### src/rtl/exec_ctrl.sv
// Execution controller: gates a CPU's register-update enable for halt, free-run at a
// divided rate, single-step and CPU reset, with a sticky instruction-address breakpoint.
module exec_ctrl #(
    parameter int unsigned DIV_W = 8,
    parameter int unsigned CNT_W = 8
) (
    input  logic             i_clk,
    input  logic             i_reset,
    input  logic             i_cmd_run,
    input  logic             i_cmd_halt,
    input  logic             i_cmd_step,
    input  logic             i_cmd_reset,
    input  logic [DIV_W-1:0] i_rate_div,
    input  logic             i_bp_en,
    input  logic [3:0]       i_bp_addr,
    input  logic [3:0]       i_cpu_addr,
    output logic             o_cpu_en,
    output logic             o_cpu_rst,
    output logic [1:0]       o_state,
    output logic             o_bp_hit,
    output logic [CNT_W-1:0] o_instr_count
);

    typedef enum logic [1:0] {
        StHalt   = 2'd0,
        StRun    = 2'd1,
        StStep   = 2'd2,
        StCpuRst = 2'd3
    } state_t;

    state_t           r_state;
    logic             r_rst_cnt;
    logic [DIV_W-1:0] r_div_cnt;
    logic             r_skip_bp;
    logic             r_bp_hit;
    logic [CNT_W-1:0] r_instr_count;

    logic w_tick;
    logic w_bp_block;
    logic w_cpu_en;

    // >= compare so lowering rate_div below the running count ticks on the next cycle.
    assign w_tick     = (r_state == StRun) && (r_div_cnt >= i_rate_div);
    assign w_bp_block = w_tick && i_bp_en && (i_cpu_addr == i_bp_addr) && !r_skip_bp;
    assign w_cpu_en   = !i_reset && ((w_tick && !w_bp_block) || (r_state == StStep));

    assign o_cpu_en      = w_cpu_en;
    assign o_cpu_rst     = i_reset || (r_state == StCpuRst);
    assign o_state       = r_state;
    assign o_bp_hit      = r_bp_hit;
    assign o_instr_count = r_instr_count;

    always_ff @(posedge i_clk) begin
        if (i_reset || i_cmd_reset) begin
            r_state       <= StCpuRst;
            r_rst_cnt     <= 1'b0;
            r_div_cnt     <= '0;
            r_skip_bp     <= 1'b0;
            r_bp_hit      <= 1'b0;
            r_instr_count <= '0;
        end else begin
            if (w_cpu_en && (r_instr_count != {CNT_W{1'b1}})) begin
                r_instr_count <= r_instr_count + 1'b1;
            end
            unique case (r_state)
                StHalt: begin
                    if (i_cmd_halt) begin
                        r_state <= StHalt;
                    end else if (i_cmd_run) begin
                        r_state   <= StRun;
                        r_div_cnt <= '0;
                        r_skip_bp <= 1'b1;
                        r_bp_hit  <= 1'b0;
                    end else if (i_cmd_step) begin
                        r_state  <= StStep;
                        r_bp_hit <= 1'b0;
                    end
                end
                StRun: begin
                    r_div_cnt <= w_tick ? '0 : r_div_cnt + 1'b1;
                    if (w_cpu_en) begin
                        r_skip_bp <= 1'b0;
                    end
                    if (w_bp_block) begin
                        r_bp_hit <= 1'b1;
                    end
                    if (w_bp_block || i_cmd_halt) begin
                        r_state <= StHalt;
                    end
                end
                StStep: begin
                    r_state <= StHalt;
                end
                StCpuRst: begin
                    // Two cycles of CPU reset: count 0 then 1, then release to HALT.
                    if (r_rst_cnt) begin
                        r_state <= StHalt;
                    end
                    r_rst_cnt <= 1'b1;
                end
            endcase
        end
    end

endmodule
### config.mk
export PLATFORM = sky130hd
export DESIGN_NAME = exec_ctrl
export DESIGN_NICKNAME = d
export VERILOG_FILES = /design/src/rtl/exec_ctrl.sv
export SDC_FILE = /design/constraint.sdc
export NUM_CORES = 1
export LEC_CHECK = 0
export CELL_PAD_IN_SITES_DETAIL_PLACEMENT = 1
export CELL_PAD_IN_SITES_GLOBAL_PLACEMENT = 2
export CORE_ASPECT_RATIO = 0.5
export CORE_UTILIZATION = 27
export CTS_CLUSTER_DIAMETER = 120
export DETAILED_ROUTE_END_ITERATION = 8
export GPL_TIMING_DRIVEN = 0
export PLACE_DENSITY = 0.89
export SYNTH_ARGS = -nofsm -noshare
export SYNTH_HDL_FRONTEND = slang
export SYNTH_SLANG_ARGS = --single-unit
### constraint.sdc
create_clock -name i_clk -period 2.6 [get_ports i_clk]
set_input_delay 0.65 -clock i_clk [delete_from_list [all_inputs] [get_ports i_clk]]
set_output_delay 0.65 -clock i_clk [all_outputs]
set_load 0.02 [all_outputs]
==> results.txt, run 1 <==
The origin of the worst min-delay path is r_rst_cnt. The power density of the placed cells is 359 mW/mm^2. With fillers left out, the area of the finished cells amounts to 0.00188 mm^2. The number of iterations in the first detailed-routing pass came out at 4. For hold timing, the worst endpoint is r_rst_cnt.

The count of warnings emitted by yosys came out at 0. The total via count after detailed routing is 1267. The critical path in this run is classified as primary input to output port. The antenna diode count came out at 0. Setup violations remaining at the end of the flow were counted as 0. The worst clock skew is 8.81 ps. The portion of total power attributed to sequential cells is 0.485. Of the total power, the clock network draws 0.324. The effective utilization at floorplan is 0.286. Summing all placed instances gives a cell area of 0.00172 mm^2. The total congestion overflow is 0. The number of nets in the synthesized netlist is 186.

In this run the static leakage power is 0.768 nW. The clock-pin slew on the worst setup and hold paths came out at 70 ps. In the final layout, the share of cells above drive strength 1 is 0.245. The leading register cell type out of synthesis is sky130_fd_sc_hd__dfxtp_1. The clock period minus final worst setup slack is 2550 ps. STA classifies the critical path startpoint as a primary input. The area growth from synthesis to layout is 46.6%. The global-route total usage across every layer is 0.147. Setup repair after global routing left no endpoint under its margin. On the final layout, the worst hold slack is 478 ps. The worst-case IR drop observed on VDD is 0.204 mV. The final weighted congestion in routability-driven placement came out at 0.761.

The remaining design rule violation count is 0. At the placement stage, the worst setup path has a slack of -1080 ps. The maximum level of the CTS H-tree is 1.

The largest net degree at the start of global routing came out at 13. From left edge to right edge, the die measures 99.6 um. The analysis attributes to net switching a power of 0.180 mW. For the worst setup path, the data required time is 1950 ps. The number of global-route vias before repair is 1318. The number of storage elements in the synthesis netlist came out at 21. The share of Yosys cell area claimed by the top area cell type is 0.327. The worst setup path is captured at an output port. In this run the worst path has a maximum fanout of 2.

The buffer levels on the longest clock path is 2. For the pin with the worst max-slew slack, the measured transition is 495 ps. The data arrival time of the critical path is 1900 ps. In this run the critical register-to-register path is captured at o_instr_count[3]. The design internal power is 0.496 mW. The overall die area is 0.00506 mm^2. Ranked by instance count, the synthesized netlist is headed by sky130_fd_sc_hd__dfxtp_1 (21), sky130_fd_sc_hd__nor2_1 (17), sky130_fd_sc_hd__nand2_1 (16). The number of vias per cell after detailed routing came out at 4.84.

The proportion of register bits with asynchronous set or reset after synthesis came out at 0. The flow ran to the end, and the final reports show no timing, DRC or antenna violations. Once routing completed, OpenROAD measured the worst setup slack at 51.4 ps. The per-instance average area after synthesis is 8.40 um^2. Port buffering added 35 buffers. The synthesized design spends more area on one cell type than any other, namely sky130_fd_sc_hd__dfxtp_1. The number of fill cells in the layout came out at 529. The per-cell routed wire length is 12.8 um. The final antenna-violating net count came out at 0. The aggregate negative setup slack is 0 ps. The depth of the worst register-to-register path is 9. The maximum operating frequency came out at 392 MHz. Of the total power, the share spent switching nets is 0.267.

After synthesis, the cell types taking the most area are sky130_fd_sc_hd__dfxtp_1 (33%), sky130_fd_sc_hd__ha_1 (9.7%), sky130_fd_sc_hd__nor2_1 (5.0%), sky130_fd_sc_hd__nand2_1 (4.7%), sky130_fd_sc_hd__xnor2_1 (4.1%). The net total in the final layout came out at 230. The post-synthesis cell area is 0.00128 mm^2. The initial antenna violation count is 0. The vertical die dimension came out at 50.8 um. The startpoint identified for the worst register-to-register timing path is r_div_cnt[2]. The slack of the worst reg-to-reg path is 440 ps. The total power after layout came out at 0.676 mW. Yosys mapped a number of flops with a built-in enable equal to 0. The number of sinks driven by the clock tree came out at 21. The detailed placement HPWL is 2490 um.

The number of hold buffers added after CTS came out at 0. TritonCTS built the clock tree. The initial detailed-routing violation count is 20. The total clock buffers created by CTS came out at 3. After detailed routing, the total wire length is 3340 um. The headroom to the max-slew limit is 0.669. The number of slew-limit violations in the final report is 0. The count of unique library cells instantiated by Yosys is 40. The area of the core is 0.00449 mm^2. The worst hold path was traced through 2 stages. The hold violation total from the final report is 0.

The most used standard cell by instance count after synthesis is sky130_fd_sc_hd__dfxtp_1. In this run the worst hold path is classified as register to register. The tool flagged a number of max-cap violations equal to 0. Of the total power, combinational logic draws 0.191. The row count came out at 17.

The first global-routing pass estimated 5880 um of wire. CTS placed an instance of sky130_fd_sc_hd__clkbuf_8 at the clock tree root. The final critical-path share of the clock period is 0.980. The clock reaches the later pin of the worst-skew pair after 260 ps. The synthesized instance count came out at 153. The count of pins on the block boundary is 36.

For this run, the register share of the synthesized area comes to 0.327.
[logic make-up after synthesis]
kind of cell             Yosys count  synth area share
AO/OA/AOI/OAI                     30             0.185
XOR/XNOR                          11            0.0750
adder cells (fa/ha/maj)           10            0.0974
buffers and inverters             14            0.0438
flip-flops                        21             0.327
multiplexers                       4            0.0312
AND/OR/NAND/NOR                   63             0.241
[routing by layer]
layer  share of wire  GRT usage  wire [um]  vias to the layer above
met3           0.019     0.0292         65                        2
met1            0.46      0.176       1530                      626
met4          0.0063     0.0294         21                        0
met5               0          0          0                        -
met2            0.52      0.275       1720                       14
li1                -          -          -                      625
[registers in the layout, summed over array words and instances (netlist names)]
register / count
o_bp_hit: 1
o_instr_count: 8
o_state: 2
r_div_cnt: 8
r_rst_cnt: 1
r_skip_bp: 1
[final cells by class]
type	instances	area, um^2	area share
buffer	4	18.8	0.00996
tap	66	82.6	0.0438
multi-input combinational	118	923	0.490
inverter	10	40.0	0.0212
timing repair buffer	39	352	0.187
clock inverter	1	5.00	0.00266
clock buffer	3	41.3	0.0219
sequential	21	422	0.224
[power by group through the flow]
stage / sequential, mW / combinational [mW] / clock [mW]
finish: 0.328 / 0.129 / 0.219
global route: 0.328 / 0.142 / 0.240
CTS: 0.328 / 0.125 / 0.226
detailed placement: 0.335 / 0.119 / 0
global placement: 0.335 / 0.116 / 0
floorplan: 0.338 / 0.0577 / 0
[worst max-delay path, cell delays in order]
cell	delay, ps
sky130_fd_sc_hd__dlygate4sd2_1	240
sky130_fd_sc_hd__xnor2_1	120
sky130_fd_sc_hd__nand3_1	150
sky130_fd_sc_hd__o41ai_4	380
sky130_fd_sc_hd__a21o_1	150
sky130_fd_sc_hd__nor2_1	40
sky130_fd_sc_hd__buf_4	160
[cells in the final DEF, fill, tap and decap left out, types with 3 or more instances in the layout]
cell                              Yosys  layout
sky130_fd_sc_hd__nor2b_1              4       4
sky130_fd_sc_hd__a31oi_1              3       3
sky130_fd_sc_hd__mux2i_1              4       4
sky130_fd_sc_hd__clkbuf_2             1       7
sky130_fd_sc_hd__inv_1               10       4
sky130_fd_sc_hd__clkdlybuf4s50_1      0      16
sky130_fd_sc_hd__inv_2                0       5
sky130_fd_sc_hd__nor2_1              17      16
sky130_fd_sc_hd__ha_4                 0       6
sky130_fd_sc_hd__dlymetal6s2s_1       0       3
sky130_fd_sc_hd__nand2_1             16      14
sky130_fd_sc_hd__ha_1                10       4
sky130_fd_sc_hd__xnor2_1              6       6
sky130_fd_sc_hd__xor2_1               5       4
sky130_fd_sc_hd__dlygate4sd2_1        0       4
sky130_fd_sc_hd__nand3_1              5       5
sky130_fd_sc_hd__clkbuf_8             0       3
sky130_fd_sc_hd__and3_1               3       3
sky130_fd_sc_hd__clkdlybuf4s15_1      0       4
sky130_fd_sc_hd__nor3_1               6       5
sky130_fd_sc_hd__buf_4                0       5
sky130_fd_sc_hd__a21oi_1              5       5
sky130_fd_sc_hd__dfxtp_1             21      20
sky130_fd_sc_hd__a41o_1               3       3
[metrics by stage]
stage          cells   util
6_report         262  0.420
3_5_place_dp     254  0.383
3_3_place_gp     254  0.383
4_1_cts          261  0.412
2_1_floorplan    153      -
5_1_grt          262  0.420
[worst max path at each step]
stage	startpoint	slack (ps)	depth (start not counted)	to
2_1_floorplan	i_rate_div[2]	90	7	o_cpu_en
3_3_place_gp	i_rate_div[2]	-1020	9	o_cpu_en
3_5_place_dp	i_rate_div[2]	-1080	9	o_cpu_en
4_1_cts	i_bp_addr[1]	-30	6	o_cpu_en
5_1_grt	i_cpu_addr[0]	2	7	o_cpu_en
6_report	i_bp_addr[3]	50	7	o_cpu_en
[repair_timing]
| action | 4_1_cts | 5_1_grt |
|---|---|---|
| pin swaps | 20 | 17 |
| resized for setup | 38 | 30 |
| cloned | 0 | 0 |
| buffers inserted | 3 | 1 |
| endpoints found under the setup margin | 9 | 1 |
Note: power is estimated with default switching activity, not from simulation.
==> run 2, diff against run 1 <==
- CELL_PAD_IN_SITES_DETAIL_PLACEMENT: 1 -> 0
- CELL_PAD_IN_SITES_GLOBAL_PLACEMENT: 2 -> 1
- CORE_UTILIZATION: 27 -> 34
- SLEW_MARGIN: not set -> 20
==> run 2 against run 1 <==
Compared with the run above: routed wire length is 15% lower; via count is 4.8% lower; clock power hardly changed; global-route usage is 0.98 points higher; hold slack better by 5.2 ps; register-to-register slack hardly changed; first-iteration DRC count is 10% lower; die area is 20% lower; utilization is 12 points higher; critical path type unchanged; critical endpoint unchanged; largest cell class unchanged; largest power group unchanged.
==> results.txt, run 2 (same netlist as run 1, synthesis figures left out) <==
The net switching power is 0.180 mW (about the same). The x dimension of the die is 88.9 um (was 99.6 um). The detailed placement HPWL was 2080 um (was 2490 um). The logic gate share of total power is 0.193 (was 0.191).

The number of failing setup endpoints in the final timing report is 0 (unchanged). The wire length of the first global-routing pass was 4830 um (was 5880 um). The placed cell area came out at 0.00170 mm^2 (was 0.00172 mm^2). The initial detailed-routing violation count is 18 (was 20). The slew at the pin with the worst max-slew slack is 506 ps (was 495 ps).

The vertical die dimension is 45.5 um (was 50.8 um). The number of sinks driven by the clock tree came out at 21 (unchanged). The antenna diode count is 0 (unchanged). The final antenna-violating net count came to 0 (unchanged). The total congestion overflow is 0 (unchanged). The TritonCTS clock tree was yes (unchanged). The kind of path behind the tightest hold check is register to register (unchanged). The worst clock skew is 5.08 ps (was 8.81 ps). The peak supply drop is 0.153 mV (was 0.204 mV). Result of the run: completed (unchanged).

The most common library cell in the layout ignoring fill and taps is sky130_fd_sc_hd__dfxtp_1 (unchanged). The largest net degree at the start of global routing was 13 (unchanged). The total clock buffers created by CTS is 3 (unchanged). The power density of the placed cells came out at 359 mW/mm^2 (about the same).

The headroom to the max-slew limit came out at 0.662 (was 0.669). The row count is 15 (was 17). The fraction of final layout cells with drive strength greater than 1 came to 0.264 (was 0.245). The kind of start point of the critical path is a primary input (unchanged). The maximum cell stage delay along the critical path is 230 ps (was 380 ps).

The final critical-path share of the clock period came out at 0.968 (was 0.980). The total routed wirelength is 2840 um (was 3340 um). The data arrival time of the critical path came to 1870 ps (was 1900 ps). The area of the core came out at 0.00353 mm^2 (was 0.00449 mm^2). Crit path cell chain: clkbuf_2 -> inv_2 -> ha_4 -> a211oi_2 -> o21ai_2 -> a21oi_2 -> a21o_1 -> nor2_1 -> buf_4 (was dlygate4sd2_1 -> xnor2_1 -> nand3_1 -> o41ai_4 -> a21o_1 -> nor2_1 -> buf_4).

The maximum fanout encountered on the critical timing path is 2 (unchanged). The global-route total usage across every layer came out at 0.157 (was 0.147). The utilization after layout came out at 0.535 (was 0.420).

The total via count after detailed routing was 1206 (was 1267). The number of global-route vias before repair is 1123 (was 1318). The buffer levels on the longest clock path is 2 (unchanged).

The net total in the final layout came out at 231 (was 230). The per-cell routed wire length is 11.4 um (was 12.8 um). The clock-pin slew on the worst setup and hold paths was 80 ps (was 70 ps). The portion of total power attributed to sequential cells is 0.483 (was 0.485). The count of placed standard cells including taps came out at 239 (was 254).

The kind of end point of the critical path is an output port (unchanged). The share of total power in the clock network was 0.324 (about the same). The total buffers and inverters traversed by the critical path was 3 (was 2).

The final weighted congestion in routability-driven placement is 0.802 (was 0.761). The max-capacitance violation count was 0 (unchanged). Commonest non-fill, non-tap cells in the layout: sky130_fd_sc_hd__dfxtp_1 (20), sky130_fd_sc_hd__nor2_1 (16), sky130_fd_sc_hd__clkdlybuf4s50_1 (16) (unchanged). The fraction of power spent switching nets is 0.265 (was 0.267). The number of hold buffers added after CTS came out at 0 (unchanged). The area growth from synthesis to layout came out at 46.9% (was 46.6%). The number of slew-limit violations in the final report came out at 0 (unchanged). The clock tree root driver cell was sky130_fd_sc_hd__clkbuf_8 (unchanged). The slowest library cell on the worst path is sky130_fd_sc_hd__ha_4 (was sky130_fd_sc_hd__o41ai_4). The worst hold-check slack came out at 483 ps (was 478 ps).

The kind of critical path was primary input to output port (unchanged). The maximum operating frequency is 397 MHz (was 392 MHz). The total power after layout is 0.678 mW (was 0.676 mW). The clock period minus final worst setup slack came to 2520 ps (was 2550 ps). The remaining design rule violation count is 0 (unchanged).

The design internal power is 0.498 mW (was 0.496 mW). The required time at the endpoint of the critical path is 1950 ps (about the same). The leakage power total came out at 0.777 nW (was 0.768 nW).

The number of vias per cell after detailed routing came out at 4.86 (was 4.84). The overall die area came out at 0.00404 mm^2 (was 0.00506 mm^2). The hold violation total from the final report is 0 (unchanged).

The quantity of I/O buffers inserted on ports came out at 35 (unchanged). The cell type group with the largest total delay on the critical path is compound AO/OA/AOI/OAI gates (unchanged). The maximum level of the CTS H-tree is 1 (unchanged). The area of all placed cells without fillers is 0.00189 mm^2 (was 0.00188 mm^2). The number of iterations in the first detailed-routing pass is 5 (was 4). RSZ-0062 raised after global routing: no (unchanged). The count of pins on the block boundary is 36 (unchanged). The clock latency on the worst-skew pair was 260 ps (about the same). The effective utilization at floorplan came out at 0.364 (was 0.286). The final cell count without fillers came out at 248 (was 262). The initial antenna violation count came to 0 (unchanged).
run 2: cell count changes in the layout (fill, tap and decap cells not counted), sizes merged:
cell           before  now
clkdlybuf4s15       4    5
dlygate4sd2         4    5
dlymetal6s2s        3    2
run 2: layout make-up:
type | count | area, um^2
Fill cell | 352 | 1640
Multi-Input combinational cell | 118 | 946
Sequential cell | 21 | 422
Timing Repair Buffer | 40 | 354
Tap cell | 51 | 63.8
Clock buffer | 3 | 41.3
Inverter | 10 | 37.5
Buffer | 4 | 18.8
Clock inverter | 1 | 5.00
run 2: tightest hold or removal path: cells and delay by family (launching register included):
family,cells,cell delay [ps]
flip-flops,1,340
AND/OR/NAND/NOR,1,70
AO/OA/AOI/OAI,1,40
run 2: final timing paths:
kind,slack [ps],endpoint,from,cells past startpoint
hold reg to reg,480,r_rst_cnt,r_rst_cnt,2
setup reg to reg,450,o_instr_count[6],r_div_cnt[0],9
setup / recovery,80,o_cpu_en,i_rate_div[2],9
hold / removal,480,r_rst_cnt,r_rst_cnt,2
run 2: power by group through the flow:
stage	registers, mW	logic, mW	clock network [mW]
3_5_place_dp	0.335	0.116	0
4_1_cts	0.327	0.125	0.224
6_report	0.327	0.131	0.220
3_3_place_gp	0.335	0.114	0
5_1_grt	0.328	0.144	0.235
2_1_floorplan	0.338	0.0577	0
run 2: stage by stage:
step | worst slack (ps) | setup TNS, ps
2_1_floorplan | 89.5 | 0
3_3_place_gp | -1010 | -4010
3_5_place_dp | -1010 | -4100
4_1_cts | 7.64 | 0
5_1_grt | 5.77 | 0
6_report | 82.3 | 0
run 2: repair_timing:
item | CTS | global route
buffers inserted | 4 | 1
pin swaps | 21 | 16
endpoints found under the setup margin | 6 | 1
gates resized for setup | 43 | 26
run 2: metal layers:
layer / global-route usage / vias to the layer above / wire, um
met5: 0 / - / 0
met4: 0.0286 / 0 / 0
met3: 0.0380 / 0 / 74
met2: 0.274 / 17 / 1360
met1: 0.202 / 560 / 1410
li1: - / 629 / -
